[src/rtl/mcu_pkg.sv]
// Shared types and constants for the playlist controller and its shuffle generator.
// Holds the FSM state type, playback mode encodings and the LFSR feedback taps.
package mcu_pkg;

    typedef enum logic [1:0] {
        PAUSED  = 2'd0,
        PLAYING = 2'd1,
        SWITCH  = 2'd2
    } state_t;

    localparam logic [1:0] MODE_SEQ         = 2'd0;
    localparam logic [1:0] MODE_REPEAT_ONE  = 2'd1;
    localparam logic [1:0] MODE_STOP_AT_END = 2'd2;
    localparam logic [1:0] MODE_SHUFFLE     = 2'd3;

    // x^8 + x^6 + x^5 + x^4 + 1, expressed as a mask over q[7:0]
    localparam logic [7:0] LFSR_TAPS = 8'b1011_1000;

endpackage

[src/rtl/mcu_playlist_if.sv]
// Button/status bundle between the button conditioning logic and the playlist controller.
// master drives the pulses and mode; slave is the controller driving play, reset_player and song.
interface mcu_playlist_if #(
    parameter int NUM_SONGS = 4
);
    localparam int SONG_W = $clog2(NUM_SONGS);

    logic              play_button;
    logic              next_button;
    logic              prev_button;
    logic [1:0]        mode;
    logic              song_done;
    logic              play;
    logic              reset_player;
    logic [SONG_W-1:0] song;

    modport master (
        output play_button, next_button, prev_button, mode, song_done,
        input  play, reset_player, song
    );

    modport slave (
        input  play_button, next_button, prev_button, mode, song_done,
        output play, reset_player, song
    );

endinterface

[src/rtl/dffr.sv]
// Plain register with asynchronous active-high reset to a parameterised value.
// Latency: one cycle, d to q. No backpressure.
module dffr #(
    parameter int           W       = 1,
    parameter logic [W-1:0] RST_VAL = '0
) (
    input  logic         clk,
    input  logic         reset,
    input  logic [W-1:0] d,
    output logic [W-1:0] q
);

    always_ff @(posedge clk or posedge reset) begin
        if (reset) q <= RST_VAL;
        else       q <= d;
    end

endmodule

[src/rtl/mcu_playlist_lfsr8.sv]
// lfsr8: 8-bit Fibonacci LFSR feeding the shuffle target, free-running every cycle.
// Latency: new value each cycle after reset release. No backpressure.
module lfsr8
    import mcu_pkg::*;
#(
    parameter logic [7:0] SEED = 8'hA5
) (
    input  logic       clk,
    input  logic       reset,
    output logic [7:0] q
);

    logic [7:0] d;

    // A nonzero seed never reaches the all-zero lock-up state.
    assign d = {q[6:0], ^(q & LFSR_TAPS)};

    dffr #(.W(8), .RST_VAL(SEED)) u_q (
        .clk   (clk),
        .reset (reset),
        .d     (d),
        .q     (q)
    );

endmodule

[src/rtl/mcu_playlist.sv]
// mcu_playlist: playlist sequencer (play/pause, next/prev, song_done, mode); shuffle under MCU_PLAYLIST_SHUFFLE_EN.
// Latency: event sampled in cycle N shows on registered outputs in cycle N+1; SWITCH lasts one cycle.
// Backpressure: none; inputs are one-cycle pulses and anything arriving during SWITCH is dropped.
module mcu_playlist
    import mcu_pkg::*;
#(
    parameter int         NUM_SONGS = 4,
    parameter logic [7:0] LFSR_SEED = 8'hA5
) (
    input  logic           clk,
    input  logic           reset,
    mcu_playlist_if.slave  pl
);

    localparam int                SONG_W = $clog2(NUM_SONGS);
    localparam logic [SONG_W-1:0] LAST   = SONG_W'(NUM_SONGS - 1);

    state_t            state, nxt_state;
    logic              run, nxt_run;
    logic              play_q, rp_q;
    logic [SONG_W-1:0] song_q, nxt_song;
    logic [SONG_W-1:0] inc_song, dec_song, adv_song;

    assign inc_song = (song_q == LAST) ? '0   : song_q + 1'b1;
    assign dec_song = (song_q == '0)   ? LAST : song_q - 1'b1;

`ifdef MCU_PLAYLIST_SHUFFLE_EN
    logic [7:0]        lfsr_q;
    logic [SONG_W:0]   cand_wide;
    logic [SONG_W-1:0] cand, shuf_song;

    lfsr8 #(.SEED(LFSR_SEED)) u_lfsr (
        .clk   (clk),
        .reset (reset),
        .q     (lfsr_q)
    );

    // Folding SONG_W bits once into range is enough: 2^SONG_W < 2*NUM_SONGS.
    assign cand_wide = {1'b0, lfsr_q[SONG_W-1:0]};
    assign cand      = (cand_wide >= (SONG_W+1)'(NUM_SONGS))
                     ? SONG_W'(cand_wide - (SONG_W+1)'(NUM_SONGS))
                     : lfsr_q[SONG_W-1:0];
    assign shuf_song = (cand == song_q) ? inc_song : cand;
    assign adv_song  = (pl.mode == MODE_SHUFFLE) ? shuf_song : inc_song;
`else
    assign adv_song  = inc_song;
`endif

    always_comb begin
        nxt_state = state;
        nxt_song  = song_q;
        nxt_run   = run;
        if (state == SWITCH) begin
            nxt_state = run ? PLAYING : PAUSED;
        end else if (pl.next_button ^ pl.prev_button) begin
            nxt_state = SWITCH;
            nxt_song  = pl.next_button ? adv_song : dec_song;
            nxt_run   = (state == PLAYING) ^ pl.play_button;
        end else if (state == PLAYING && pl.song_done) begin
            nxt_state = SWITCH;
            nxt_run   = ~pl.play_button;
            case (pl.mode)
                MODE_REPEAT_ONE:  nxt_song = song_q;
                MODE_STOP_AT_END: begin
                    nxt_song = inc_song;
                    if (song_q == LAST) nxt_run = 1'b0;
                end
                default:          nxt_song = adv_song;
            endcase
        end else if (pl.play_button) begin
            nxt_state = (state == PLAYING) ? PAUSED : PLAYING;
        end
    end

    always_ff @(posedge clk or posedge reset) begin
        if (reset) begin
            state  <= PAUSED;
            song_q <= '0;
            run    <= 1'b0;
            play_q <= 1'b0;
            rp_q   <= 1'b0;
        end else begin
            state  <= nxt_state;
            song_q <= nxt_song;
            run    <= nxt_run;
            play_q <= (nxt_state == PLAYING);
            rp_q   <= (nxt_state == SWITCH);
        end
    end

    assign pl.play         = play_q;
    assign pl.reset_player = rp_q;
    assign pl.song         = song_q;

endmodule

[src/flat_wrapper.sv]
// flat-port wrapper written by rule: the top's interface ports become plain ports
module mcu_playlist_flat import mcu_pkg::*;
#(
    parameter int         NUM_SONGS = 4,
    parameter logic [7:0] LFSR_SEED = 8'hA5
)
  (clk, reset, pl_play_button, pl_next_button, pl_prev_button, pl_mode, pl_song_done, pl_play, pl_reset_player, pl_song);
  mcu_playlist_if #(.NUM_SONGS(NUM_SONGS)) pl_i ();
  input  logic clk;
  input  logic reset;
  input wire logic [$bits(pl_i.play_button)-1:0] pl_play_button;
  input wire logic [$bits(pl_i.next_button)-1:0] pl_next_button;
  input wire logic [$bits(pl_i.prev_button)-1:0] pl_prev_button;
  input wire logic [$bits(pl_i.mode)-1:0] pl_mode;
  input wire logic [$bits(pl_i.song_done)-1:0] pl_song_done;
  output wire logic [$bits(pl_i.play)-1:0] pl_play;
  output wire logic [$bits(pl_i.reset_player)-1:0] pl_reset_player;
  output wire logic [$bits(pl_i.song)-1:0] pl_song;
  assign pl_i.play_button = pl_play_button;
  assign pl_i.next_button = pl_next_button;
  assign pl_i.prev_button = pl_prev_button;
  assign pl_i.mode = pl_mode;
  assign pl_i.song_done = pl_song_done;
  assign pl_play = pl_i.play;
  assign pl_reset_player = pl_i.reset_player;
  assign pl_song = pl_i.song;
  mcu_playlist #(.NUM_SONGS(NUM_SONGS), .LFSR_SEED(LFSR_SEED)) u_core (.clk(clk), .reset(reset), .pl(pl_i));
endmodule
[config.mk]
export PLATFORM = sky130hd
export DESIGN_NAME = mcu_playlist_flat
export DESIGN_NICKNAME = d
export VERILOG_FILES = /design/src/rtl/mcu_pkg.sv /design/src/rtl/mcu_playlist_if.sv /design/src/rtl/dffr.sv /design/src/rtl/mcu_playlist_lfsr8.sv /design/src/rtl/mcu_playlist.sv /design/src/flat_wrapper.sv
export SDC_FILE = /design/constraint.sdc
export NUM_CORES = 1
export LEC_CHECK = 0
export CAP_MARGIN = 10
export CORE_AREA = 2 2 39 41
export DETAILED_ROUTE_END_ITERATION = 16
export DIE_AREA = 0 0 41 43
export GPL_TIMING_DRIVEN = 1
export MAX_ROUTING_LAYER = met4
export PLACE_DENSITY = 0.61
export SYNTH_ARGS = -nofsm -noshare
export SYNTH_HDL_FRONTEND = slang
export SYNTH_SLANG_ARGS = --single-unit
[constraint.sdc]
create_clock -name clk -period 1.6 [get_ports clk]
set_input_delay 0.16 -clock clk [delete_from_list [all_inputs] [get_ports clk]]
set_output_delay 0.16 -clock clk [all_outputs]
set_load 0.05 [all_outputs]
[Yosys cells after proc, flatten, opt, wreduce, memory -nomap -nowiden]
Index checks and enable logic that the tools add are counted.
Operators by class
  multiplexer cells: 16
  reductions and logical operators: 5
  bitwise gates (word level): 4
  equality and inequality tests: 8
  add/sub/neg operators: 2
Operators by type and width (number)
  2-bit two-way mux: 10
  2-bit == test (second input constant): 4
  2-bit by 1-bit == test with 1-bit output (second input constant): 3
  1-bit two-way mux: 6
  3-bit AND reduction: 1
  2-bit by 1-bit adder with 2-bit output (second input constant): 1
  2-bit logical NOT: 1
  2-bit by 1-bit != test with 1-bit output (second input constant): 1
  1-bit inverter: 2
  2-bit AND reduction: 1
  2-bit nonzero test: 1
  2-bit by 1-bit subtractor with 2-bit output (second input constant): 1
  1-bit XOR: 2
  1-bit logical AND: 1
Storage, ports and cells
  output and inout bits: 4
  logic and storage cells: 40
  input port bits: 8
  register bits after elaboration: 7

[Logic depth before layout (Yosys ltp)]
Gate-level depths: netlist of run 1.
  word-level depth: 7
  gate-level depth with buffers: 5
  depth with buffers taken out: 5

[Worst setup path before layout of run 1]
Ideal clock, no wire load.
  path type: flip-flop to flip-flop
  start point: register u_core.song_q[0], in the netlist u_core.pl.song[0]
  end point: register u_core.run
  buffers on the path: 0
  setup slack: 0.071 ns
  period minus slack after synthesis: 1.529 ns
  stages on the path, launching flop included: 6
  arrival: 1.404 ns
  library setup time: 0.125 ns
  data required time: 1.475 ns
  cells stage by stage: dfrtp_1 ha_1 nand3b_1 a21oi_1 a21oi_1 mux2_4
On the way
  cells in the longest elaborated chain, start to end: 5
RTL lines
  from (decl): line mcu_playlist.sv:21  | logic [SONG_W-1:0] song_q, nxt_song;
  from (signal assigned): line mcu_playlist.sv:84  | song_q <= nxt_song;
  2-bit == test: line mcu_playlist.sv:66  | if (song_q == LAST) nxt_run = 1'b0;
  1-bit two-way mux: line mcu_playlist.sv:66
  1-bit two-way mux: line mcu_playlist.sv:62  | case (pl.mode)
  1-bit two-way mux: line mcu_playlist.sv:59  | end else if (state == PLAYING && pl.song_done) begin
  1-bit two-way mux: line mcu_playlist.sv:55  | end else if (pl.next_button ^ pl.prev_button) begin
  to (signal assigned): line mcu_playlist.sv:85  | run <= nxt_run;
  to (decl): line mcu_playlist.sv:19  | logic run, nxt_run;
Every way passes these cells. The select of a mux whose other input is x is not followed.
A chain may end at the register's enable or synchronous reset.

[Worst setup path in the final report of run 1]
  start point: register u_core.rp_q, in the netlist u_core.pl.reset_player
  end point: output port pl_reset_player
RTL lines
  from (decl): line mcu_playlist.sv:20  | logic play_q, rp_q;
  from (signal assigned): line mcu_playlist.sv:87  | rp_q <= (nxt_state == SWITCH);
  to (decl): line flat_wrapper.sv:17  | output wire logic [$bits(pl_i.reset_player)-1:0] pl_reset_player;
No word-level cell between the ends.

==> results of run 1 <==
[stage by stage]
step                      TNS, ps  worst slack [ps]  hold WS (ps)  instances
after detailed placement    -75.1             -44.5           407         66
after global routing            0              37.9           175         70
after global placement      -12.4             -12.4           407         66
final                           0              92.5           141         70
after CTS                       0              78.1           145         70
after floorplan                 0              71.3         -36.6         39
[kinds of logic after synthesis]
group | share of synthesized area
xor+xnor | 0.0851
simple gates | 0.125
mux | 0.0608
flops | 0.426
fa+ha+maj | 0.0608
buf+inv | 0.0730
compound gates | 0.170
[synth_stat cells (all sizes together)]
| library cell | n | area, um^2 |
|---|---|---|
| or2b | 1 | 7.51 |
| dfrtp | 7 | 175 |
| buf | 1 | 11.3 |
| a22o | 1 | 10.0 |
| a32o | 1 | 10.0 |
| xor2 | 3 | 26.3 |
| nand2b | 1 | 6.26 |
| a31oi | 1 | 6.26 |
| mux2i | 1 | 10.0 |
| xnor2 | 1 | 8.76 |
| a31o | 1 | 8.76 |
| or3b | 1 | 8.76 |
| nor2b | 1 | 8.76 |
| o211ai | 1 | 7.51 |
| nor3 | 1 | 5.00 |
| mux2 | 1 | 15.0 |
| nor2 | 2 | 7.51 |
| ha | 2 | 25.0 |
| a211oi | 1 | 7.51 |
| nand3b | 1 | 7.51 |
| inv | 5 | 18.8 |
| a21oi | 4 | 20.0 |
[metal layers]
metal	vias up	part of all wire
li1	165	-
met1	153	0.47
met2	8	0.47
met3	2	0.046
met4	0	0.013
met5	-	0
[report_power, final]
| part | leakage, nW | switching (mW) | internal, mW |
|---|---|---|---|
| clock network | 0.0150 | 0.0619 | 0.0950 |
| logic | 0.154 | 0.345 | 0.272 |
| registers | 0.0833 | 0.0844 | 0.267 |
[area by class of cell]
type                    count  area (um^2)  area share
multi-input cells          26          206       0.371
flip-flops and latches      7          175       0.315
repair buffers             12          110       0.198
clock buffers               4         26.3      0.0472
well taps                  16         20.0      0.0360
inverters                   5         18.8      0.0337
[placed cells by master, fill, tap and decap left out, types with 2 or more instances in the layout]
master	Yosys	layout
dfrtp_1	7	7
inv_1	5	5
buf_4	0	4
clkdlybuf4s50_1	0	8
nor2_1	2	2
ha_1	2	2
clkbuf_4	0	3
a21oi_1	4	4
xor2_1	3	3
[flip-flops by register name (all words and copies together) (netlist names)]
name / cells
u_core.pl.play: 1
u_core.pl.song: 2
u_core.run: 1
u_core.state: 2
u_core.pl.reset_player: 1
[worst paths after layout]
check,start,to,slack (ps),cells past startpoint
max,u_core.pl.reset_player$_DFF_PP0_,pl_reset_player,90,1
min,reset,u_core.pl.play$_DFF_PP0_,140,2
max reg2reg,u_core.state[0]$_DFF_PP0_,u_core.state[1]$_DFF_PP0_,210,4
min reg2reg,u_core.run$_DFFE_PP0P_,u_core.run$_DFFE_PP0P_,540,1
max in group asynchronous,reset,u_core.pl.reset_player$_DFF_PP0_,1260,2
min in group clk,u_core.run$_DFFE_PP0P_,u_core.run$_DFFE_PP0P_,540,1
==> load_flow_metrics.sql, run 1 <==
INSERT INTO impl_metrics (metric_group, metric, value, unit) VALUES
('route', 'via_per_inst', '4.69', ''),
('worst_setup_path', 'cpLargestDelayFamily', 'buffers and inverters', ''),
('global_route', 'globalRoute.busiestLayer', 'met1', ''),
('power_and_ir_drop', 'p_leak', '0.253', 'nW'),
('global_route', 'grtUsageTotal', '0.109', ''),
('synth', 'syn_area_per_cell', '10.6', 'um^2'),
('final_layout', 'flow.area_growth_from_synthesis', '35.3', '%'),
('worst_setup_path', 'critPathSlowestCell', 'clkdlybuf4s50_1', ''),
('global_route', 'gr-total-overflow', '0', ''),
('synth', 'synth.distinct_cells', '22', ''),
('die', 'chipWidth', '41', 'um'),
('global_route', 'globalRouteMet2Util', '0.128', ''),
('final_layout', 'fin_nets', '65', ''),
('hold_path', 'min-delay-path-class', 'input port to asynchronous set/reset pin', ''),
('sta', 'slew_at_the_pin_with_the_worst_max_slew_slack', '487', 'ps'),
('cts', 'cts.sinks', '7', ''),
('sta', 'finalSetupViolCount', '0', ''),
('final_layout', 'antennaDiodeCount', '0', ''),
('cts', 'ctsResizeCount', '0', ''),
('cts', 'worst_setup_hold_path_clk_slew', '50', 'ps'),
('worst_setup_path', 'cp-start-kind', 'flop', ''),
('die', 'dieArea', '1760', 'um^2'),
('sta', 'period_share', '0.942', ''),
('route', 'avgRoutedWirePerCell', '9.97', 'um'),
('worst_setup_path', 'timing.critical_path.cells', 'clkdlybuf4s50_1', ''),
('die', 'fp.coreArea', '1380', 'um^2'),
('global_route', 'grt_antenna_before_repair', '0', ''),
('route', 'detail_route.iter0.violations', '4', ''),
('global_route', 'grt_use_met3', '0', ''),
('run', 'max-cap-violations', '0', ''),
('final_layout', 'layout_cells_sized_above_1', '0.204', ''),
('route', 'post-route-drc-count', '0', ''),
('synth', 'post_synth_instance_area', '412', 'um^2'),
('route', 'ant_nets', '0', ''),
('run_status', 'status', 'finished, final reports clean', ''),
('worst_setup_path', 'critical_path_buf_inv_count', '1', ''),
('cts', 'htreeDepth', '1', ''),
('synth', 'synth_cells', '39', ''),
('sta', 'fmax', '0.663', 'GHz'),
('route', 'drtPass1Iterations', '3', ''),
('cts', 'cts_tree', 'done', ''),
('global_route', 'gr_layer_usage_met1', '0.162', ''),
('die', 'die_y', '43', 'um'),
('route', 'detailroute.via_count', '328', ''),
('cts', 'holdBufCountCts', '0', ''),
('global_route', 'grt_first_pass_wirelength', '1.28', 'mm'),
('worst_setup_path', 'timing.critical_path.slowest_cell_delay', '790', 'ps'),
('sta', 'final_max_slew_viol_count', '0', ''),
('cts', 'insertion_delay', '240', 'ps'),
('cts', 'cts_buffers', '3', ''),
('global_route', 'number_of_global_route_vias_before_repair', '314', ''),
('cts', 'cts_setup_buffers', '0', ''),
('sta', 'worst_clock_skew', '0.606', 'ps'),
('global_route', 'grt_max_degree', '8', ''),
('route', 'wirelength', '698', 'um'),
('placement', 'port-buffer-count', '11', ''),
('die', 'io_pins', '12', ''),
('synth', 'yosys_warnings', '0', ''),
('sta', 'final_period_minus_worst_setup_slack', '1510', 'ps'),
('worst_setup_path', 'kind_of_critical_path', 'flop to primary output', ''),
('worst_setup_path', 'crit_arrival', '1350', 'ps'),
('synth', 'synth.net_count', '49', ''),
('sta', 'timing.max_slew.rel_slack', '0.674', ''),
('cts', 'cts.root.buffer_cell', 'clkbuf_4', ''),
('worst_setup_path', 'critical_path_peak_fanout', '1', ''),
('sta', 'finalHoldViolations', '0', ''),
('placement', 'post_place_instance_area', '531', 'um^2'),
('placement', 'place.detailed.hpwl', '578', 'um'),
('worst_setup_path', 'cp.required', '1440', 'ps'),
('final_layout', 'final_cell_area', '557', 'um^2'),
('synth', 'sequential_to_total_area_share_from_yosys_stat', '0.426', ''),
('final_layout', 'fillCellCount', '140', ''),
('power_and_ir_drop', 'post-layout-total-power', '1.12', 'mW'),
('placement', 'gpl.final_weighted_congestion', '0.731', ''),
('cts', 'clk_path_buf_depth', '2', ''),
('worst_setup_path', 'end_kind', 'primary output', ''),
('die', 'std_cell_rows', '14', ''),
('synth', 'synth.ff_latch_count', '7', ''),
('sta', 'grt_setup_unrepaired', 'false', ''),
('power_and_ir_drop', 'peakVddDrop', '0.000651', 'V'),
('power_and_ir_drop', 'power_density', '2020', 'nW/um^2'),
('die', 'initial_utilization', '0.297', ''),
('final_layout', 'layout.core_utilization', '0.402', '');
(Power assumes the default switching activity.)
==> run 2: changes to the inputs <==
==> constraint.sdc (replaced) <==
create_clock -name clk -period 1.4 [get_ports clk]
set_input_delay 0.28 -clock clk [delete_from_list [all_inputs] [get_ports clk]]
set_output_delay 0.28 -clock clk [all_outputs]
set_load 0.05 [all_outputs]
==> load_flow_metrics.sql, run 2 (synthesized netlist as in run 1, its figures left out) <==
INSERT INTO impl_metrics (metric_group, metric, value, unit) VALUES
('run_status', 'status', 'finished, final reports clean', ''),
('final_layout', 'layout.core_utilization', '0.469', ''),
('final_layout', 'multi_input_comb_area', '216', 'um^2'),
('die', 'dieArea', '1760', 'um^2'),
('cts', 'htreeDepth', '1', ''),
('route', 'post-route-drc-count', '0', ''),
('sta', 'timing.max_slew.rel_slack', '0.831', ''),
('cts', 'cts.root.buffer_cell', 'clkbuf_4', ''),
('worst_setup_path', 'cp.required', '1540', 'ps'),
('global_route', 'number_of_global_route_vias_before_repair', '322', ''),
('cts', 'cts_buffers', '3', ''),
('route', 'via_per_inst', '4.82', ''),
('power_and_ir_drop', 'post-layout-total-power', '1.52', 'mW'),
('power_and_ir_drop', 'p_leak', '0.304', 'nW'),
('worst_setup_path', 'crit_arrival', '1480', 'ps'),
('final_layout', 'layout_cells_sized_above_1', '0.362', ''),
('placement', 'placedCellCount', '70', ''),
('worst_setup_path', 'end_kind', 'flop', ''),
('placement', 'placement.setup.worst_slack', '-328', 'ps'),
('global_route', 'grtUsageTotal', '0.120', ''),
('worst_setup_path', 'worst-r2r-cell-count', '4', ''),
('worst_setup_path', 'timing.critical_path.cells', 'nand2b_1 -> a22o_2 -> buf_4 -> a32o_1', ''),
('sta', 'period_share', '0.956', ''),
('die', 'io_pins', '12', ''),
('die', 'chipWidth', '41', 'um'),
('final_layout', 'layout.cells.most_common_list', 'inv_1, clkdlybuf4s50_1, buf_4, dfrtp_1', ''),
('die', 'initial_utilization', '0.297', ''),
('die', 'die_y', '43', 'um'),
('cts', 'holdBufCountCts', '0', ''),
('sta', 'final_max_slew_viol_count', '0', ''),
('sta', 'finalHoldViolations', '0', ''),
('sta', 'finalSetupViolCount', '0', ''),
('power_and_ir_drop', 'peakVddDrop', '0.00113', 'V'),
('final_layout', 'final_cells', '74', ''),
('sta', 'worst_clock_skew', '2.42', 'ps'),
('die', 'std_cell_rows', '14', ''),
('die', 'fp.coreArea', '1380', 'um^2'),
('worst_setup_path', 'kind_of_critical_path', 'flop to flop', ''),
('cts', 'cts_setup_buffers', '0', ''),
('global_route', 'grt_max_degree', '8', ''),
('worst_setup_path', 'critPathSlowestCell', 'dfrtp_1', ''),
('route', 'detail_route.iter0.violations', '2', ''),
('worst_setup_path', 'worst_r2r_endpoint', 'u_core.pl.song[0]$_DFFE_PP0P_', ''),
('global_route', 'gr-total-overflow', '0', ''),
('worst_setup_path', 'critical_path_peak_fanout', '4', ''),
('global_route', 'grt_first_pass_wirelength', '1.34', 'mm'),
('cts', 'cts.sinks', '7', ''),
('cts', 'cts_tree', 'done', ''),
('worst_setup_path', 'timing.critical_path.slowest_cell_delay', '390', 'ps'),
('route', 'wirelength', '782', 'um'),
('power_and_ir_drop', 'power_density', '2340', 'nW/um^2'),
('placement', 'port-buffer-count', '11', ''),
('placement', 'gpl.final_weighted_congestion', '0.743', ''),
('worst_setup_path', 'timing.reg2reg.setup_slack', '60', 'ps'),
('route', 'ant_nets', '0', ''),
('sta', 'slew_at_the_pin_with_the_worst_max_slew_slack', '253', 'ps'),
('cts', 'worst_setup_hold_path_clk_slew', '60', 'ps'),
('hold_path', 'min-delay-path-class', 'input port to asynchronous set/reset pin', ''),
('sta', 'fmax', '0.747', 'GHz'),
('worst_setup_path', 'rr_startpoint', 'u_core.state[0]$_DFF_PP0_', ''),
('placement', 'place.detailed.hpwl', '640', 'um'),
('final_layout', 'fin_nets', '69', ''),
('cts', 'clk_path_buf_depth', '2', ''),
('sta', 'finalHoldWorstSlack', '245', 'ps'),
('cts', 'insertion_delay', '260', 'ps'),
('final_layout', 'layout.area.seq', '178', 'um^2'),
('sta', 'setup_slack', '61.2', 'ps'),
('route', 'detailroute.via_count', '357', ''),
('sta', 'grt_setup_unrepaired', 'false', ''),
('worst_setup_path', 'cp-start-kind', 'flop', ''),
('final_layout', 'antennaDiodeCount', '0', ''),
('final_layout', 'flow.area_growth_from_synthesis', '57.8', '%'),
('route', 'drtPass1Iterations', '4', ''),
('final_layout', 'fillCellCount', '139', ''),
('global_route', 'grt_antenna_before_repair', '0', ''),
('sta', 'final_period_minus_worst_setup_slack', '1340', 'ps'),
('route', 'avgRoutedWirePerCell', '10.6', 'um'),
('run', 'max-cap-violations', '0', '');
run 2: cell types whose count changed in the layout (fill, tap and decap cells not counted), sizes merged:
cell	delta
clkbuf	-1
clkdlybuf4s50	-3
dlymetal6s2s	+1
buf	+5
clkinv	+1
dlygate4sd2	+1
run 2: critical path, delay by kind of cell (launching register included):
family                 cells  cell delay (ps)
AND/OR/NAND/NOR            1              160
flip-flops                 1              390
AO/OA/AOI/OAI              2              510
buffers and inverters      1              150
run 2: metal layers:
metal | vias to the layer above | track usage | share of wire
met2 | 17 | 0.169 | 0.47
met1 | 161 | 0.144 | 0.42
met5 | - | - | 0
met3 | 3 | 0.0314 | 0.081
li1 | 176 | - | -
met4 | 0 | 0.0800 | 0.029
run 2: power breakdown:
part	switching [mW]	internal [mW]	total, mW	leakage (nW)
sequential	0.119	0.311	0.431	0.0814
clock	0.0820	0.105	0.187	0.0177
combinational	0.421	0.482	0.902	0.205
total	0.622	0.898	1.52	0.304
run 2: per-stage QoR:
step / setup TNS, ps / instance area, um^2
6_report: 0 / 649
5_1_grt: 0 / 649
3_3_place_gp: -1430 / 611
4_1_cts: 0 / 639
2_1_floorplan: 0 / 414
3_5_place_dp: -1600 / 611
run 2: timing repair:
item,in CTS,in global routing
gates resized for setup,2,2
setup endpoints to repair,2,4
gates cloned,0,0
pin swaps,2,0
run 2: worst max-delay path by stage:
stage	start	end	slack (ps)
floorplan	u_core.pl.song[0]$_DFFE_PP0P_	u_core.run$_DFFE_PP0P_	40
global placement	pl_prev_button	u_core.pl.song[0]$_DFFE_PP0P_	-310
detailed placement	pl_prev_button	u_core.pl.song[0]$_DFFE_PP0P_	-330
CTS	pl_prev_button	u_core.pl.song[0]$_DFFE_PP0P_	8
global route	u_core.state[0]$_DFF_PP0_	u_core.pl.song[0]$_DFFE_PP0P_	10
finish	u_core.state[0]$_DFF_PP0_	u_core.pl.song[0]$_DFFE_PP0P_	60
run 2: final cells by class:
cell class | instances | area share
inverters | 5 | 0.0289
clock buffers | 3 | 0.0347
clock inverters | 1 | 0.00771
repair buffers | 16 | 0.291
multi-input cells | 26 | 0.333
flip-flops and latches | 7 | 0.274
well taps | 16 | 0.0308
==> variant, RTL diff (flow settings as in run 2) <==
Make the reset (`reset`) synchronous in one clocked block. Comments in the files are not updated.
--- a/src/rtl/mcu_playlist.sv
+++ b/src/rtl/mcu_playlist.sv
@@ -73,5 +73,5 @@
     end
 
-    always_ff @(posedge clk or posedge reset) begin
+    always_ff @(posedge clk) begin
         if (reset) begin
             state  <= PAUSED;
Formal check against the unedited RTL: differs if reset is asserted again (counterexample within 4 cycles, from zero or initial values and one cycle with reset high); with reset held inactive, the same outputs for 10 cycles.
==> variant against run 2 <==
Worst hold slack improved by 0.23 ns. Utilization rose by 4.5 points. Sequential share of layout area fell by 6.4 points. Worst setup slack got worse by 0.042 ns. Synthesized area fell by 2.4%. Sequential cell count did not move. Wire length rose by 13%. Fmax fell by 3.0%. Final area rose by 9.6%. Critical path depth rose by 1. Synthesized cell count rose by 7.7%. Largest cell class unchanged. Highest routed layer unchanged.
Power is not compared: it rests on default switching activity, and its combinational part moved more than twofold at a synthesized area within 25%.
==> variant: results (changes against run 2) <==
The worst slack at placement was -0.4628 ns (-0.1353 ns). By area the synthesized netlist is led by sky130_fd_sc_hd__dfxtp_1 35%, sky130_fd_sc_hd__ha_1 6.2%, sky130_fd_sc_hd__a2111oi_1 5.0%. Number of instances resized during post-cts repair: 3 (+1). For the timing-limited maximum frequency, the log shows 0.7242 GHz (-3.0%). The clock latency of the later-clocked register in the worst-skew pair came out at 0.24 ns (-0.02 ns). The share of final-layout standard cells stronger than drive strength 1 is 0.4412 (+0.07911), and the logic depth of the worst register-to-register path is 5 (+1). Main flop type after synthesis: sky130_fd_sc_hd__dfxtp_1. The number of standard cells in the final layout excluding fillers is 84 (+14%), and the unique cell type count in the Yosys netlist is 25 (+14%). The slowest cell on the critical path was sky130_fd_sc_hd__or4_1.

Mean number of vias per cell: 4.798 (-0.55%). The placer congestion estimate is 0.6844 (-7.9%), and the wire length per cell is 10.56 um (about the same). The final clock skew was 0.0009934 ns (-0.001428 ns); the total nets after synthesis was 52 (+6.1%).

The tools report the reg-to-reg startpoint as u_core.pl.song[1]. The end of the worst register-to-register path was u_core.pl.song[1]. For the iteration-0 DRC count of the detailed router, the log shows 11 (+9).

The worst hold path begins at u_core.state[0]. The run finished with clean final reports. The tools report the number of nets in the final layout as 79 (+14%). The run gives 42 (+7.7%) as the number of instances in the synthesized netlist. For the fraction of the yosys area taken by sequential cells, the log shows 0.3489 (-0.07662). For the wire length the detailed router placed on met1, the log shows 408 um (+25%). Normalized max-slew margin: 0.7787 (-0.05267).

Counting instances in the post-synthesis netlist gives the leading cell types as 7 x sky130_fd_sc_hd__dfxtp_1, 4 x sky130_fd_sc_hd__a21oi_1, 3 x sky130_fd_sc_hd__inv_1, 3 x sky130_fd_sc_hd__nor2_1. The number of buffers inserted to repair setup after CTS was 0 (unchanged). The final hold slack was 0.4777 ns (+0.2327 ns). The run gives 404 (+25%) as the number of global-route vias before repair. The instance area at placement was 669.4 um^2 (+9.6%); the worst-case register-to-register setup slack was 0.02 ns (-0.04 ns).

The logs give 52 um (-17%) for the routed wire length on met3 and 719.2 um (+12%) for the detailed-placement wirelength estimate. The global router's overall resource usage is 0.1302 (+0.01008), and the data arrival time of the critical path is 1.53 ns (+0.05 ns). The kind of cell with the highest combined delay along the critical path is simple AND/OR/NAND/NOR gates. The total met2 wirelength after detailed routing is 416 um (+13%).

The worst hold path class is reg2reg.
-- variant: changes by cell type in the layout (fill, tap and decap cells not counted), sizes merged, moves of 2 or more --
cell,run 2,this run
dfrtp,7,0
a2111oi,0,2
buf,9,15
dfxtp,0,7
inv,5,3
-- variant: kinds of logic (layout without fill, tap and decap cells) --
kind of cell | after synthesis | after routing | synth area share
compound gates | 14 | 14 | 0.2710
xor+xnor | 4 | 4 | 0.1059
fa+ha+maj | 2 | 2 | 0.06230
buf+inv | 3 | 29 | 0.02804
flops | 7 | 7 | 0.3489
simple gates | 12 | 12 | 0.1838
-- variant: final cells by class --
class / instances / area (um^2)
Fill cell: 134 / 671.9
Sequential cell: 7 / 148.9
Multi-Input combinational cell: 32 / 272.8
Clock buffer: 4 / 26.28
Tap cell: 16 / 20.02
Timing Repair Buffer: 22 / 230.2
Inverter: 3 / 13.76
-- variant: layer usage --
metal,vias to the layer above,track usage
met3,2,0.05759
li1,208,-
met1,182,0.1498
met5,-,-
met2,11,0.1813
met4,0,0.07333
